--- src/rtl/line_buf_ctrl_if.sv ---
// Bundle between the line-buffer controller and its neighbours: pixel input
// stream, write/read strobes to four line buffers, their 3-pixel taps, the
// 3x3 window output with its handshake, and the per-line interrupt.
// slave = controller side, master = environment (source, buffers, sink).
interface line_buf_ctrl_if #(
  parameter int PIXEL_SIZE = 8
);
  logic [PIXEL_SIZE-1:0]   i_pixel;
  logic                    i_pixel_valid;
  logic                    o_pixel_ready;
  logic [PIXEL_SIZE-1:0]   o_lb_data;
  logic [3:0]              o_lb_wr;
  logic [3:0]              o_lb_rd;
  logic [3*PIXEL_SIZE-1:0] i_lb0_data;
  logic [3*PIXEL_SIZE-1:0] i_lb1_data;
  logic [3*PIXEL_SIZE-1:0] i_lb2_data;
  logic [3*PIXEL_SIZE-1:0] i_lb3_data;
  logic [9*PIXEL_SIZE-1:0] o_window;
  logic                    o_window_valid;
  logic                    i_window_ready;
  logic                    o_intr;

  modport slave (
    input  i_pixel, i_pixel_valid, i_lb0_data, i_lb1_data, i_lb2_data,
           i_lb3_data, i_window_ready,
    output o_pixel_ready, o_lb_data, o_lb_wr, o_lb_rd, o_window,
           o_window_valid, o_intr
  );

  modport master (
    output i_pixel, i_pixel_valid, i_lb0_data, i_lb1_data, i_lb2_data,
           i_lb3_data, i_window_ready,
    input  o_pixel_ready, o_lb_data, o_lb_wr, o_lb_rd, o_window,
           o_window_valid, o_intr
  );
endinterface

--- src/rtl/line_buf_ctrl.sv ---
// Line-buffer controller: writes a pixel stream round-robin into four line
// buffers and reads three of them together as a 3x3 window stream.
// Ports: clk, reset (async, active-high), bus (line_buf_ctrl_if.slave):
//   pixel in (valid/ready), lb write/read strobes + taps, window out
//   (valid/ready), o_intr per consumed line.
// Latency: window/strobes are combinational from taps and state; window
//   valid follows the edge at which three lines are buffered.
// Backpressure: o_pixel_ready drops when all four lines are full; the window
//   holds while o_window_valid && !i_window_ready.
// Optional: define LINE_BUF_CTRL_INTR_EN for the registered o_intr pulse.
module line_buf_ctrl #(
  parameter int PIXEL_SIZE  = 8,
  parameter int IMAGE_WIDTH = 512
) (
  input  logic             clk,
  input  logic             reset,
  line_buf_ctrl_if.slave   bus
);
  localparam int CW = $clog2(IMAGE_WIDTH);
  localparam int OW = $clog2(4*IMAGE_WIDTH + 1);
  localparam logic [OW-1:0] OCC_FULL  = OW'(4*IMAGE_WIDTH);
  localparam logic [OW-1:0] OCC_START = OW'(3*IMAGE_WIDTH);
  localparam logic [CW-1:0] CNT_LAST  = CW'(IMAGE_WIDTH-1);

  typedef enum logic {IDLE, READ} state_t;

  state_t                  state;
  logic [CW-1:0]           wr_cnt;
  logic [CW-1:0]           rd_cnt;
  logic [1:0]              wr_sel;
  logic [1:0]              rd_sel;
  logic [1:0]              rd_sel1;
  logic [1:0]              rd_sel2;
  logic [OW-1:0]           occ;
  logic [OW-1:0]           occ_nxt;
  logic                    ready;
  logic                    accept;
  logic                    rd;
  logic                    line_done;
  logic [3:0]              lb_wr;
  logic [3:0]              lb_rd;
  logic [3*PIXEL_SIZE-1:0] tap [4];

  // Ready looks only at the registered fill level, so a read in the same
  // cycle frees a slot only from the next edge on.
  assign ready     = (occ != OCC_FULL);
  assign accept    = bus.i_pixel_valid && ready;
  assign rd        = (state == READ) && bus.i_window_ready;
  assign line_done = rd && (rd_cnt == CNT_LAST);
  assign rd_sel1   = rd_sel + 2'd1;
  assign rd_sel2   = rd_sel + 2'd2;

  assign tap[0] = bus.i_lb0_data;
  assign tap[1] = bus.i_lb1_data;
  assign tap[2] = bus.i_lb2_data;
  assign tap[3] = bus.i_lb3_data;

  always_comb begin
    case ({accept, rd})
      2'b10:   occ_nxt = occ + OW'(1);
      2'b01:   occ_nxt = occ - OW'(1);
      default: occ_nxt = occ;
    endcase
  end

  always_comb begin
    lb_wr = '0;
    if (accept) lb_wr[wr_sel] = 1'b1;
  end

  always_comb begin
    lb_rd = '0;
    if (rd) begin
      lb_rd[rd_sel]  = 1'b1;
      lb_rd[rd_sel1] = 1'b1;
      lb_rd[rd_sel2] = 1'b1;
    end
  end

  assign bus.o_pixel_ready  = ready;
  assign bus.o_lb_data      = bus.i_pixel;
  assign bus.o_lb_wr        = lb_wr;
  assign bus.o_lb_rd        = lb_rd;
  assign bus.o_window_valid = (state == READ);
  // Oldest line (rd_sel) lands in the MSBs.
  assign bus.o_window       = {tap[rd_sel], tap[rd_sel1], tap[rd_sel2]};

  always_ff @(posedge clk or posedge reset) begin
    if (reset) begin
      wr_cnt <= '0;
      wr_sel <= '0;
      occ    <= '0;
    end else begin
      occ <= occ_nxt;
      if (accept) begin
        if (wr_cnt == CNT_LAST) begin
          wr_cnt <= '0;
          wr_sel <= wr_sel + 2'd1;
        end else begin
          wr_cnt <= wr_cnt + CW'(1);
        end
      end
    end
  end

  // Read FSM. In IDLE no read happens, so occ_nxt already includes the write
  // of this cycle and the window appears right after the third line lands.
  always_ff @(posedge clk or posedge reset) begin
    if (reset) begin
      state  <= IDLE;
      rd_cnt <= '0;
      rd_sel <= '0;
    end else begin
      case (state)
        IDLE: begin
          if (occ_nxt >= OCC_START) state <= READ;
        end
        READ: begin
          if (line_done) begin
            rd_cnt <= '0;
            rd_sel <= rd_sel + 2'd1;
            state  <= IDLE;
          end else if (rd) begin
            rd_cnt <= rd_cnt + CW'(1);
          end
        end
        default: state <= IDLE;
      endcase
    end
  end

`ifdef LINE_BUF_CTRL_INTR_EN
  logic intr_q;
  always_ff @(posedge clk or posedge reset) begin
    if (reset) intr_q <= 1'b0;
    else       intr_q <= line_done;
  end
  assign bus.o_intr = intr_q;
`else
  assign bus.o_intr = 1'b0;
`endif
endmodule

--- src/flat_wrapper.sv ---
// flat-port wrapper written by rule: the top's interface ports become plain ports
module line_buf_ctrl_flat 
#(
  parameter int PIXEL_SIZE  = 8,
  parameter int IMAGE_WIDTH = 512
)
  (clk, reset, bus_i_pixel, bus_i_pixel_valid, bus_i_lb0_data, bus_i_lb1_data, bus_i_lb2_data, bus_i_lb3_data, bus_i_window_ready, bus_o_pixel_ready, bus_o_lb_data, bus_o_lb_wr, bus_o_lb_rd, bus_o_window, bus_o_window_valid, bus_o_intr);
  line_buf_ctrl_if #(.PIXEL_SIZE(PIXEL_SIZE)) bus_i ();
  input  logic clk;
  input  logic reset;
  input wire logic [$bits(bus_i.i_pixel)-1:0] bus_i_pixel;
  input wire logic [$bits(bus_i.i_pixel_valid)-1:0] bus_i_pixel_valid;
  input wire logic [$bits(bus_i.i_lb0_data)-1:0] bus_i_lb0_data;
  input wire logic [$bits(bus_i.i_lb1_data)-1:0] bus_i_lb1_data;
  input wire logic [$bits(bus_i.i_lb2_data)-1:0] bus_i_lb2_data;
  input wire logic [$bits(bus_i.i_lb3_data)-1:0] bus_i_lb3_data;
  input wire logic [$bits(bus_i.i_window_ready)-1:0] bus_i_window_ready;
  output wire logic [$bits(bus_i.o_pixel_ready)-1:0] bus_o_pixel_ready;
  output wire logic [$bits(bus_i.o_lb_data)-1:0] bus_o_lb_data;
  output wire logic [$bits(bus_i.o_lb_wr)-1:0] bus_o_lb_wr;
  output wire logic [$bits(bus_i.o_lb_rd)-1:0] bus_o_lb_rd;
  output wire logic [$bits(bus_i.o_window)-1:0] bus_o_window;
  output wire logic [$bits(bus_i.o_window_valid)-1:0] bus_o_window_valid;
  output wire logic [$bits(bus_i.o_intr)-1:0] bus_o_intr;
  assign bus_i.i_pixel = bus_i_pixel;
  assign bus_i.i_pixel_valid = bus_i_pixel_valid;
  assign bus_i.i_lb0_data = bus_i_lb0_data;
  assign bus_i.i_lb1_data = bus_i_lb1_data;
  assign bus_i.i_lb2_data = bus_i_lb2_data;
  assign bus_i.i_lb3_data = bus_i_lb3_data;
  assign bus_i.i_window_ready = bus_i_window_ready;
  assign bus_o_pixel_ready = bus_i.o_pixel_ready;
  assign bus_o_lb_data = bus_i.o_lb_data;
  assign bus_o_lb_wr = bus_i.o_lb_wr;
  assign bus_o_lb_rd = bus_i.o_lb_rd;
  assign bus_o_window = bus_i.o_window;
  assign bus_o_window_valid = bus_i.o_window_valid;
  assign bus_o_intr = bus_i.o_intr;
  line_buf_ctrl #(.PIXEL_SIZE(PIXEL_SIZE), .IMAGE_WIDTH(IMAGE_WIDTH)) u_core (.clk(clk), .reset(reset), .bus(bus_i));
endmodule
--- config.mk ---
export PLATFORM = sky130hd
export DESIGN_NAME = line_buf_ctrl_flat
export DESIGN_NICKNAME = d
export VERILOG_FILES = /design/src/rtl/line_buf_ctrl_if.sv /design/src/rtl/line_buf_ctrl.sv /design/src/flat_wrapper.sv
export SDC_FILE = /design/constraint.sdc
export NUM_CORES = 1
export LEC_CHECK = 0
export CORE_MARGIN = 10
export CORE_UTILIZATION = 25
export CTS_CLUSTER_DIAMETER = 80
export DETAILED_ROUTE_END_ITERATION = 8
export DONT_BUFFER_PORTS = 1
export GPL_TIMING_DRIVEN = 0
export PLACE_DENSITY = 0.42
export SLEW_MARGIN = 15
export SYNTH_ARGS = -nofsm -noshare
export SYNTH_HDL_FRONTEND = slang
export SYNTH_SLANG_ARGS = --single-unit
--- constraint.sdc ---
create_clock -name clk -period 3.2 [get_ports clk]
set_input_delay 0.96 -clock clk [delete_from_list [all_inputs] [get_ports clk]]
set_output_delay 0.96 -clock clk [all_outputs]
set_load 0.01 [all_outputs]
==> results of run 1 <==
==> per-stage QoR <==
stage          instances  hold WS (ns)  utilization [%]
3_5_place_dp         565         0.457             27.5
3_3_place_gp         564         0.461             27.3
6_report             588         0.468             31.1
4_1_cts              577         0.470             29.6
5_1_grt              588         0.510             31.1
2_1_floorplan        348         0.431                -
==> synth_stat cells, drive strengths merged <==
master	instances	area [µm²]
fa	1	20.0
a21o	4	30.0
nor4b	1	8.76
a211oi	2	20.0
a41o	1	11.3
o211ai	1	7.51
nand3	3	15.0
nor4	2	12.5
o221ai	1	8.76
and2	1	6.26
nor4bb	1	10.0
a31oi	3	18.8
xnor2	4	35.0
clkbuf	9	43.8
nand2	33	124
o21a	3	22.5
nor2	18	67.6
xor2	5	43.8
a2111oi	1	8.76
conb	1	3.75
nor3	2	10.0
a211o	2	17.5
buf	23	143
or2	1	6.26
mux2	5	56.3
o21bai	1	7.51
o2111ai	1	8.76
ha	23	288
a21oi	10	50.1
nand2b	6	37.5
and3	15	95.1
and4	1	8.76
o21ai	40	204
a311oi	1	8.76
and2b	1	7.51
mux4	72	1620
nand4	4	25.0
inv	9	33.8
a31o	1	8.76
dfrtp	35	876
==> sequential cells by signal, indices dropped and copies added, names as in the netlist <==
register                   cells
u_core.rd_cnt                  9
u_core.wr_sel                  2
u_core.wr_cnt                  9
u_core.rd_sel                  2
u_core.occ                    12
u_core.bus.o_window_valid      1
==> power groups by stage <==
stage                     Clock, µW  Sequential (µW)  Combinational (µW)
after floorplan                   0              672                 685
after global placement            0              713                 815
after detailed placement          0              714                 826
after CTS                       595              725                 881
after global routing            611              767                1140
final                           576              747                1020
==> critical path: cells and delay by family, from the launching register on <==
family / cells / cell delay (ns)
buffers and inverters: 4 / 0.53
adder cells (fa/ha/maj): 1 / 0.38
flip-flops: 1 / 0.40
multiplexers: 1 / 0.54
==> what timing repair did <==
item / CTS / global route
gates cloned: 0 / 2
resized for setup: 30 / 24
buffers inserted: 7 / 10
pin swaps: 4 / 12
setup endpoints to repair: 34 / 24
==> final cells by class <==
type | instances | area [µm²] | share of cell area [%]
Multi-Input combinational cell | 272 | 3100 | 62.9
Sequential cell | 35 | 880 | 17.9
Tap cell | 216 | 270 | 5.49
Buffer | 28 | 235 | 4.78
Timing Repair Buffer | 20 | 221 | 4.50
Clock buffer | 6 | 139 | 2.82
Inverter | 9 | 45.0 | 0.915
Clock inverter | 2 | 35.0 | 0.712
==> path summary, 6_finish.rpt <==
check | from | endpoint | slack, ns | cells after the start
max in group asynchronous | reset | u_core.rd_sel[1] | 2.18 | 2
worst min register to register | u_core.wr_cnt[7] | u_core.wr_cnt[7] | 0.47 | 1
worst min-delay path | u_core.wr_cnt[7] | u_core.wr_cnt[7] | 0.47 | 1
worst max register to register | u_core.occ[0] | u_core.bus.o_window_valid | 0.11 | 13
worst max-delay path | u_core.rd_sel[0] | bus_o_window[36] | 0.09 | 6
min in group asynchronous | reset | u_core.wr_cnt[3] | 0.57 | 1
==> layer usage <==
layer | up-vias | share of wire, % | GRT usage, %
li1 | 1428 | - | -
met1 | 1686 | 38 | 13.6
met2 | 168 | 51 | 20.0
met3 | 14 | 9.7 | 3.84
met4 | 0 | 1.6 | 2.82
met5 | - | 0 | 0
==> kinds of logic after synthesis <==
kind of cell / share of synthesized area, %
xor gates and xnor gates: 1.96
DFF: 21.7
buffers and inverters: 5.46
and+or+nand+nor: 10.8
muxes: 41.6
adders and majority gates: 7.64
AOI/OAI and AO/OA: 10.7
other: 0.0930
==> metrics.md, run 1 <==
| Metric | Value |
|---|---|
| Setup violators final | `0` |
| Die footprint | `~0.022 mm²` |
| Most common cell after layout, fill and taps aside | `mux4_2` |
| Final ANT Viol Nets | `0` |
| CTS clk-pin slew, worst paths | `approximately 0.060 ns` |
| CTS Buf Count | `5` |
| Hold/Removal Path Class | `reg2reg` |
| Setup Crit Path Kind | `reg2out` |
| Max rail drop VDD | `around 0.29 mV` |
| Pint | `roughly 1500 µW` |
| Nets | `approximately 500` |
| Synthesized cell area | `slightly above 0.004 mm²` |
| Fmax | `around 320 MHz` |
| Clock sinks | `35` |
| Power density cells | `~480 mW/mm²` |
| Logic gate share of total power | `between 40% and 50%` |
| Commonest cells after routing, fill and taps aside | `mux4_2, nand2_1, dfrtp_1` |
| Max FO, Critical Path | `10` |
| Flops & latches, synth | `35` |
| Sw Ratio | `a little under two fifths` |
| DRC viols | `0` |
| Max-Cap Viols | `0` |
| Total number of vias | `~3300` |
| Ys Warns | `0` |
| Synthesized area per cell | `~12 µm²` |
| First-pass DRT Iterations | `4` |
| Ant diodes | `0` |
| Final HPWL DP | `~11000 µm` |
| Number of global-route vias before repair | `3330` |
| Pleak | `between 0.0015 and 0.002 µW` |
| Clk pwr share | `roughly 25%` |
| Slew @ Worst Pin | `approximately 0.74 ns` |
| CP endpoint kind | `output port` |
| RSZ-0062 raised after global routing | `yes` |
| Pre-CTS setup slack | `-0.789 ns` |
| Post-layout minimum cycle time | `3.11 ns` |
| Clock root cell | `clkbuf_16` |
| Reg power frac | `31.9%` |
| GRT overflow | `0` |
| Starting density of the core | `between 20% and 30%` |
| Largest net degree at the start of global routing | `19` |
| Sw power | `861 µW` |
| Post-synthesis sequential area ratio | `between 20% and 30%` |
| CTS tree | `done` |
| Post-Syn Nets | `between 400 and 500` |
| CP max stage delay | `around 0.54 ns` |
| Critical path data arrival time | `between 2 and 2.5 ns` |
| Post-CTS Hold Buffers | `0` |
| Worst skew pair latency | `0.28 ns` |
| Distinct cells, synth | `50` |
| Post-Route WL | `roughly 14000 µm` |
| Antenna violations before repair | `0` |
| Final Hold Viols | `0` |
| Slew Viols, Final | `0` |
| Final WS setup | `0.0897 ns` |
| Row count | `46` |
| Clk buf depth | `2` |
| Detail-routed via count per cell | `around 5.6` |
| Cell mode on critical path | `buf_12` |
| Period utilization | `between 90% and 100%` |
| Initial DRC Count | `147` |
| Crit-path cells | `buf_12 > buf_12 > clkinvlp_4 > ha_4 > clkbuf_16 > mux4_2` |
| Cell Area, Placed | `~0.0044 mm²` |
| WL/cell | `23.1 µm` |
| Slew headroom | `approximately half` |
| Synth-to-layout area growth | `22.1%` |
| Worst Skew | `between 0.005 and 0.006 ns` |
| Finished Cell Area | `a little under 0.005 mm²` |
| Htree depth | `2` |
| Die height | `approximately 150 µm` |
| CP Launch Type | `register` |
| CORE AREA | `0.0158 mm²` |
| Status | `completed` |
| Slowest-stage cell, CP | `mux4_2` |
| Required time of the critical path | `roughly 2.2 ns` |
| Chip width | `between 100 and 150 µm` |
| Count of input and output buffers | `0` |
| Post-Syn Instances | `approximately 350` |
| Share of layout cells above drive strength 1 | `between 40% and 50%` |
| All-Layer GR Usage | `11.6%` |
| Routability cong. | `0.765` |
| IO Pins | `~200` |
| Filler cells | `approximately 1600` |
| Global-route wire length before repair | `20700 µm` |
| Final setup TNS | `0 ns` |
| Tot Pwr | `about 2300 µW` |
No activity file was read; power rests on OpenSTA's default activity.
==> run 2, diff against run 1 <==
--- a/config.mk
+++ b/config.mk
@@ -6,5 +6,4 @@
 export NUM_CORES = 1
 export LEC_CHECK = 0
-export CORE_MARGIN = 10
 export CORE_UTILIZATION = 25
 export CTS_CLUSTER_DIAMETER = 80
==> constraint.sdc (replaced) <==
create_clock -name clk -period 3.2 [get_ports clk]
set_input_delay 0.96 -clock clk [delete_from_list [all_inputs] [get_ports clk]]
set_output_delay 0.96 -clock clk [all_outputs]
set_load 0.1 [all_outputs]
==> metrics.md, run 2 (synthesis results as in run 1) <==
| Metric | Value |
|---|---|
| Crit. path cell count | `13` |
| Largest net degree at the start of global routing | `23` |
| Largest register by flop count | `u_core.occ` |
| CP Launch Type | `register` |
| Worst Reg-to-Reg Cells | `13` |
| Logic gate share of total power | `a little under three fifths` |
| Final WS setup | `-0.139 ns` |
| Most common cell after layout, fill and taps aside | `mux4_2` |
| GRT overflow | `0` |
| Reg area | `just under 900 µm²` |
| CORE AREA | `0.0158 mm²` |
| WL/cell | `20.1 µm` |
| Detail-routed via count per cell | `5.56` |
| CP Buf/Inv Count | `2` |
| DRC viols | `0` |
| Die footprint | `around 0.017 mm²` |
| Hold/Removal Path Class | `reg2reg` |
| Filler cells | `1545` |
| Slew Viols, Final | `0` |
| Ant diodes | `0` |
| Required time of the critical path | `approximately 3.4 ns` |
| Clk pwr share | `between 15 and 20%` |
| First-pass DRT Iterations | `6` |
| Chip width | `129 µm` |
| Pint | `about 1600 µW` |
| Crit-path cells | `nor4b_4 > nand3_4 > and2_4 > inv_8 > ha_4 > buf_6 > ha_4 > a211oi_4 > o21ai_2 > nor4bb_4 > a311oi_4 > a21oi_2 > a31oi_1` |
| Starting density of the core | `25.5%` |
| Routability cong. | `0.767` |
| Clock sinks | `35` |
| Share of layout cells above drive strength 1 | `roughly half` |
| Post-Route WL | `~12000 µm` |
| Global-route wire length before repair | `17100 µm` |
| Max FO, Critical Path | `6` |
| Crit path from | `u_core.occ[7]` |
| Sw Ratio | `between 40 and 50%` |
| RSZ-0062 raised after global routing | `yes` |
| Number of global-route vias before repair | `3297` |
| Cell mode on critical path | `ha_4` |
| Max-Cap Viols | `0` |
| Number of flip-flops in the largest register | `12` |
| Total placed cells including tap cells | `approximately 570` |
| Clk buf depth | `2` |
| Worst skew pair latency | `0.27 ns` |
| Htree depth | `2` |
| Max rail drop VDD | `approximately 0.23 mV` |
| Setup Crit Path Kind | `reg2reg` |
| Pleak | `just over 0.002 µW` |
| Slew @ Worst Pin | `just under 1 ns` |
| Row count | `46` |
| Clock root cell | `clkbuf_16` |
| Sw power | `between 1000 and 1500 µW` |
| Post-layout minimum cycle time | `about 3.3 ns` |
| Period utilization | `104%` |
| Slowest-stage cell, CP | `dfrtp_1` |
| Status | `finished with violations` |
| Setup violators final | `18` |
| Total number of vias | `approximately 3400` |
| Area of the multi-input gates | `0.00332 mm²` |
| Final ANT Viol Nets | `0` |
| Critical path data arrival time | `roughly 3.5 ns` |
| Antenna violations before repair | `0` |
| All-Layer GR Usage | `13.3%` |
| Power density cells | `approximately 560 mW/mm²` |
| CP top delay family | `simple AND/OR/NAND/NOR gates` |
| Commonest cells after routing, fill and taps aside | `mux4_2, buf_4, nand2_1` |
| Initial DRC Count | `around 310` |
| Pre-CTS setup slack | `-0.623 ns` |
| Failing checks | `setup timing` |
| Final HPWL DP | `between 8000 and 9000 µm` |
| Synth-to-layout area growth | `32.1%` |
| Nets | `between 500 and 600` |
| IO Pins | `199` |
| CP endpoint kind | `register` |
| CTS Buf Count | `5` |
| Tot Pwr | `2980 µW` |
| Reg power frac | `25.7%` |
| Fmax | `between 200 and 300 MHz` |
| Final Non-Filler Cells | `approximately 610` |
| Die height | `~130 µm` |
| Worst Skew | `about 0.0037 ns` |
| CTS clk-pin slew, worst paths | `approximately 0.060 ns` |
| Worst Setup EP | `u_core.bus.o_window_valid` |
| Final Hold Viols | `0` |
| Regs by FF count | `u_core.occ: 12 flops, u_core.rd_cnt: 9 flops, u_core.wr_cnt: 9 flops` |
| Worst R2R Setup Slack | `-0.14 ns` |
| Count of input and output buffers | `0` |
| CP max stage delay | `0.45 ns` |
| CTS tree | `done` |
| Slew headroom | `a little over a third` |
| Worst r2r src | `u_core.occ[7]` |
| R2r endpoint | `u_core.bus.o_window_valid` |
run 2: cell types whose count changed in the layout (fill, tap and decap cells not counted), moves of 4 or more:
| cell | delta |
|---|---|
| buf_2 | -4 |
| a21oi_1 | -4 |
| nor2_1 | -4 |
| ha_1 | -6 |
| buf_6 | +11 |
| nor2_4 | +4 |
| buf_4 | +8 |
| ha_4 | +8 |
run 2: layout make-up:
type,instances,share of cell area (%)
buffer,28,4.96
clock buffer,7,2.87
clock inverter,1,0.141
inverter,9,0.916
multi-input combinational,272,62.3
sequential,35,16.6
tap,216,5.08
timing repair buffer,37,7.07
run 2: metrics by stage:
stage	hold slack [ns]	util (%)	TNS, ns	area (µm²)
after global placement	0.457	27.8	-10.85	4400
after floorplan	0.431	-	-1.86	4130
after detailed placement	0.463	28.0	-8.90	4430
final	0.472	33.6	-0.570	5330
after CTS	0.473	32.2	-1.51	5100
after global routing	0.487	33.6	-2.36	5330
run 2: how the worst min path moves through the flow:
stage,from,to,cells after the start
final,u_core.rd_cnt[7],u_core.rd_cnt[7],1
after global routing,u_core.wr_cnt[7],u_core.wr_cnt[7],1
after CTS,u_core.wr_cnt[7],u_core.wr_cnt[7],1
after detailed placement,u_core.wr_cnt[7],u_core.wr_cnt[7],1
after global placement,u_core.wr_cnt[7],u_core.wr_cnt[7],1
after floorplan,u_core.wr_cnt[7],u_core.wr_cnt[7],1
run 2: power groups by stage:
stage,clock (µW),combinational [µW],sequential [µW]
global route,558,1820,787
finish,518,1700,765
detailed placement,0,1230,731
floorplan,0,1100,692
global placement,0,1230,733
CTS,541,1440,746
run 2: repair_timing:
| action | in CTS | in global routing |
|---|---|---|
| pin swaps | 20 | 31 |
| resized for setup | 64 | 36 |
| hold buffers | 0 | 0 |
| endpoints found under the setup margin | 41 | 71 |
| endpoints found under the hold margin | 0 | 0 |
| setup buffers | 24 | 11 |
| cloned | 2 | 0 |
run 2: layer usage:
metal  up-vias  GRT usage [%]  share of wire (%)
li1       1454              -                  -
met4         0           5.54                2.8
met1      1709           16.8                 40
met2       181           22.4                 51
met3        20           2.49                6.0
met5         -              0                  0
==> run 3, diff against run 2 <==
RECOVER_POWER = 50   (was default)
==> metrics.md, run 3 (synthesis results as in run 1) <==
| Metric | Value |
|---|---|
| Filler cells | `1547` |
| Tot Pwr | `between 2000 and 3000 µW` |
| Die height | `around 130 µm` |
| DRC viols | `0` |
| Synth-to-layout area growth | `31.7%` |
| CTS tree | `done` |
| Largest net degree at the start of global routing | `23` |
| Power density cells | `roughly 560 mW/mm²` |
| Post-Route WL | `12100 µm` |
| WL/cell | `around 20 µm` |
| Final Hold Viols | `0` |
| CP Buf/Inv Count | `2` |
| Starting density of the core | `between 20% and 30%` |
| Total number of vias | `roughly 3400` |
| Row count | `46` |
| First-pass DRT Iterations | `6` |
| Post-layout minimum cycle time | `about 3.3 ns` |
| Final Non-Filler Cells | `605` |
| Slew @ Worst Pin | `roughly 1.3 ns` |
| Period utilization | `104%` |
| CP top delay family | `simple AND/OR/NAND/NOR gates` |
| Failing checks | `setup timing` |
| Post-CTS Hold Buffers | `0` |
| CORE AREA | `0.0158 mm²` |
| Crit-path cells | `nor4b_4 > nand3_4 > and2_4 > inv_8 > ha_4 > buf_6 > ha_4 > a211oi_4 > o21ai_2 > nor4bb_4 > a311oi_4 > a21oi_2 > a31oi_1` |
| Share of layout cells above drive strength 1 | `around half` |
| Initial DRC Count | `308` |
| Clock sinks | `35` |
| Most common cell after layout, fill and taps aside | `mux4_2` |
| Final setup TNS | `-0.580 ns` |
| Global-route wire length before repair | `about 17000 µm` |
| GRT overflow | `0` |
| Slew headroom | `between 10% and 20%` |
| CP max stage delay | `between 0.4 and 0.5 ns` |
| Number of global-route vias before repair | `~3300` |
| Slew Viols, Final | `0` |
| Fmax | `about 300 MHz` |
| Final WS setup | `-0.140 ns` |
| Slowest-stage cell, CP | `dfrtp_1` |
| Commonest cells after routing, fill and taps aside | `mux4_2, buf_4, nand2_1` |
| Hold/Removal Path Class | `reg2reg` |
| Htree depth | `2` |
| Total placed cells including tap cells | `565` |
| Chip width | `about 130 µm` |
| Regs by FF count | `u_core.occ: 12 flops, u_core.rd_cnt: 9 flops, u_core.wr_cnt: 9 flops` |
| Status | `finished with violations` |
| Max rail drop VDD | `approximately 0.23 mV` |
| Ant diodes | `0` |
| Critical path data arrival time | `between 3 and 4 ns` |
| CP Launch Type | `register` |
| Count of input and output buffers | `0` |
| Max-Cap Viols | `0` |
| Number of flip-flops in the largest register | `12` |
| Final HPWL DP | `8970 µm` |
| Final ANT Viol Nets | `0` |
| Setup Crit Path Kind | `reg2reg` |
| Max FO, Critical Path | `6` |
| CTS Buf Count | `5` |
| Die footprint | `around 0.017 mm²` |
| Cell mode on critical path | `ha_4` |
| Nets | `520` |
| RSZ-0062 raised after global routing | `yes` |
| Antenna violations before repair | `0` |
| Worst Skew | `between 0.003 and 0.004 ns` |
| CP endpoint kind | `register` |
| CTS clk-pin slew, worst paths | `about 0.060 ns` |
| Detail-routed via count per cell | `5.54` |
| Required time of the critical path | `about 3.4 ns` |
| Pleak | `around 0.002 µW` |
| All-Layer GR Usage | `about an eighth` |
| Clock root cell | `clkbuf_16` |
| Setup violators final | `18` |
| Routability cong. | `between 0.7 and 0.8` |
| IO Pins | `a little under 200` |
| Clk buf depth | `2` |
| Largest register by flop count | `u_core.occ` |
| Worst skew pair latency | `around 0.28 ns` |
-- run 3: cell types whose count changed in the layout (fill, tap and decap cells not counted) --
cell      before  now
buf_12         7    6
inv_2          1    0
inv_1          6    7
clkbuf_1       7    8
-- run 3: per-stage QoR --
step / area [µm²] / hold WS [ns] / util [%] / setup WS, ns
2_1_floorplan: 4130 / 0.431 / - / -0.432
3_5_place_dp: 4430 / 0.463 / 28.0 / -0.623
6_report: 5310 / 0.469 / 33.5 / -0.140
4_1_cts: 5100 / 0.473 / 32.2 / -0.112
5_1_grt: 5310 / 0.487 / 33.5 / -0.265
3_3_place_gp: 4400 / 0.457 / 27.8 / -0.740
-- run 3: area by class of cell --
type | count | area (µm²) | share of cell area (%)
Clock buffer | 7 | 153 | 2.88
Clock inverter | 1 | 7.51 | 0.141
Inverter | 9 | 48.8 | 0.919
Tap cell | 216 | 270 | 5.09
Multi-Input combinational cell | 272 | 3320 | 62.5
Buffer | 28 | 264 | 4.97
Timing Repair Buffer | 37 | 360 | 6.79
Sequential cell | 35 | 886 | 16.7
-- run 3: metal layers --
layer	wire, µm	vias up	track usage, %
li1	-	1454	-
met3	704	18	2.49
met5	0	-	0
met4	326	0	5.54
met2	6230	172	22.4
met1	4880	1710	16.8
-- run 3: worst register-to-register path, delay by kind of cell, from the launching register on --
family	cells	cell delay (ns)
fa+ha+maj	2	0.40
compound gates	5	0.99
flops	1	0.45
simple gates	4	1.25
buf+inv	2	0.19
-- run 3: power breakdown --
part	switching, µW	leakage [µW]	internal, µW
Combinational	993	0.00153	701
Clock	188	0.0000761	331
Sequential	183	0.000434	581
-- run 3: path summary, 6_finish.rpt --
check | startpoint | to | slack (ns) | cells past startpoint
max | u_core.occ[7] | u_core.bus.o_window_valid | -0.14 | 13
min | u_core.wr_cnt[7] | u_core.wr_cnt[7] | 0.47 | 1
max reg2reg | u_core.occ[7] | u_core.bus.o_window_valid | -0.14 | 13
min reg2reg | u_core.wr_cnt[7] | u_core.wr_cnt[7] | 0.47 | 1
max in group asynchronous | reset | u_core.bus.o_window_valid | 0.85 | 2
min in group asynchronous | reset | u_core.wr_cnt[5] | 0.62 | 1
-- run 3: timing repair --
item                                    4_1_cts  5_1_grt
endpoints found under the hold margin         0        0
endpoints found under the setup margin       41       71
gates cloned                                  2        0
gates resized for setup                      64       36
pin swaps                                    20       31
buffers inserted                             24       11
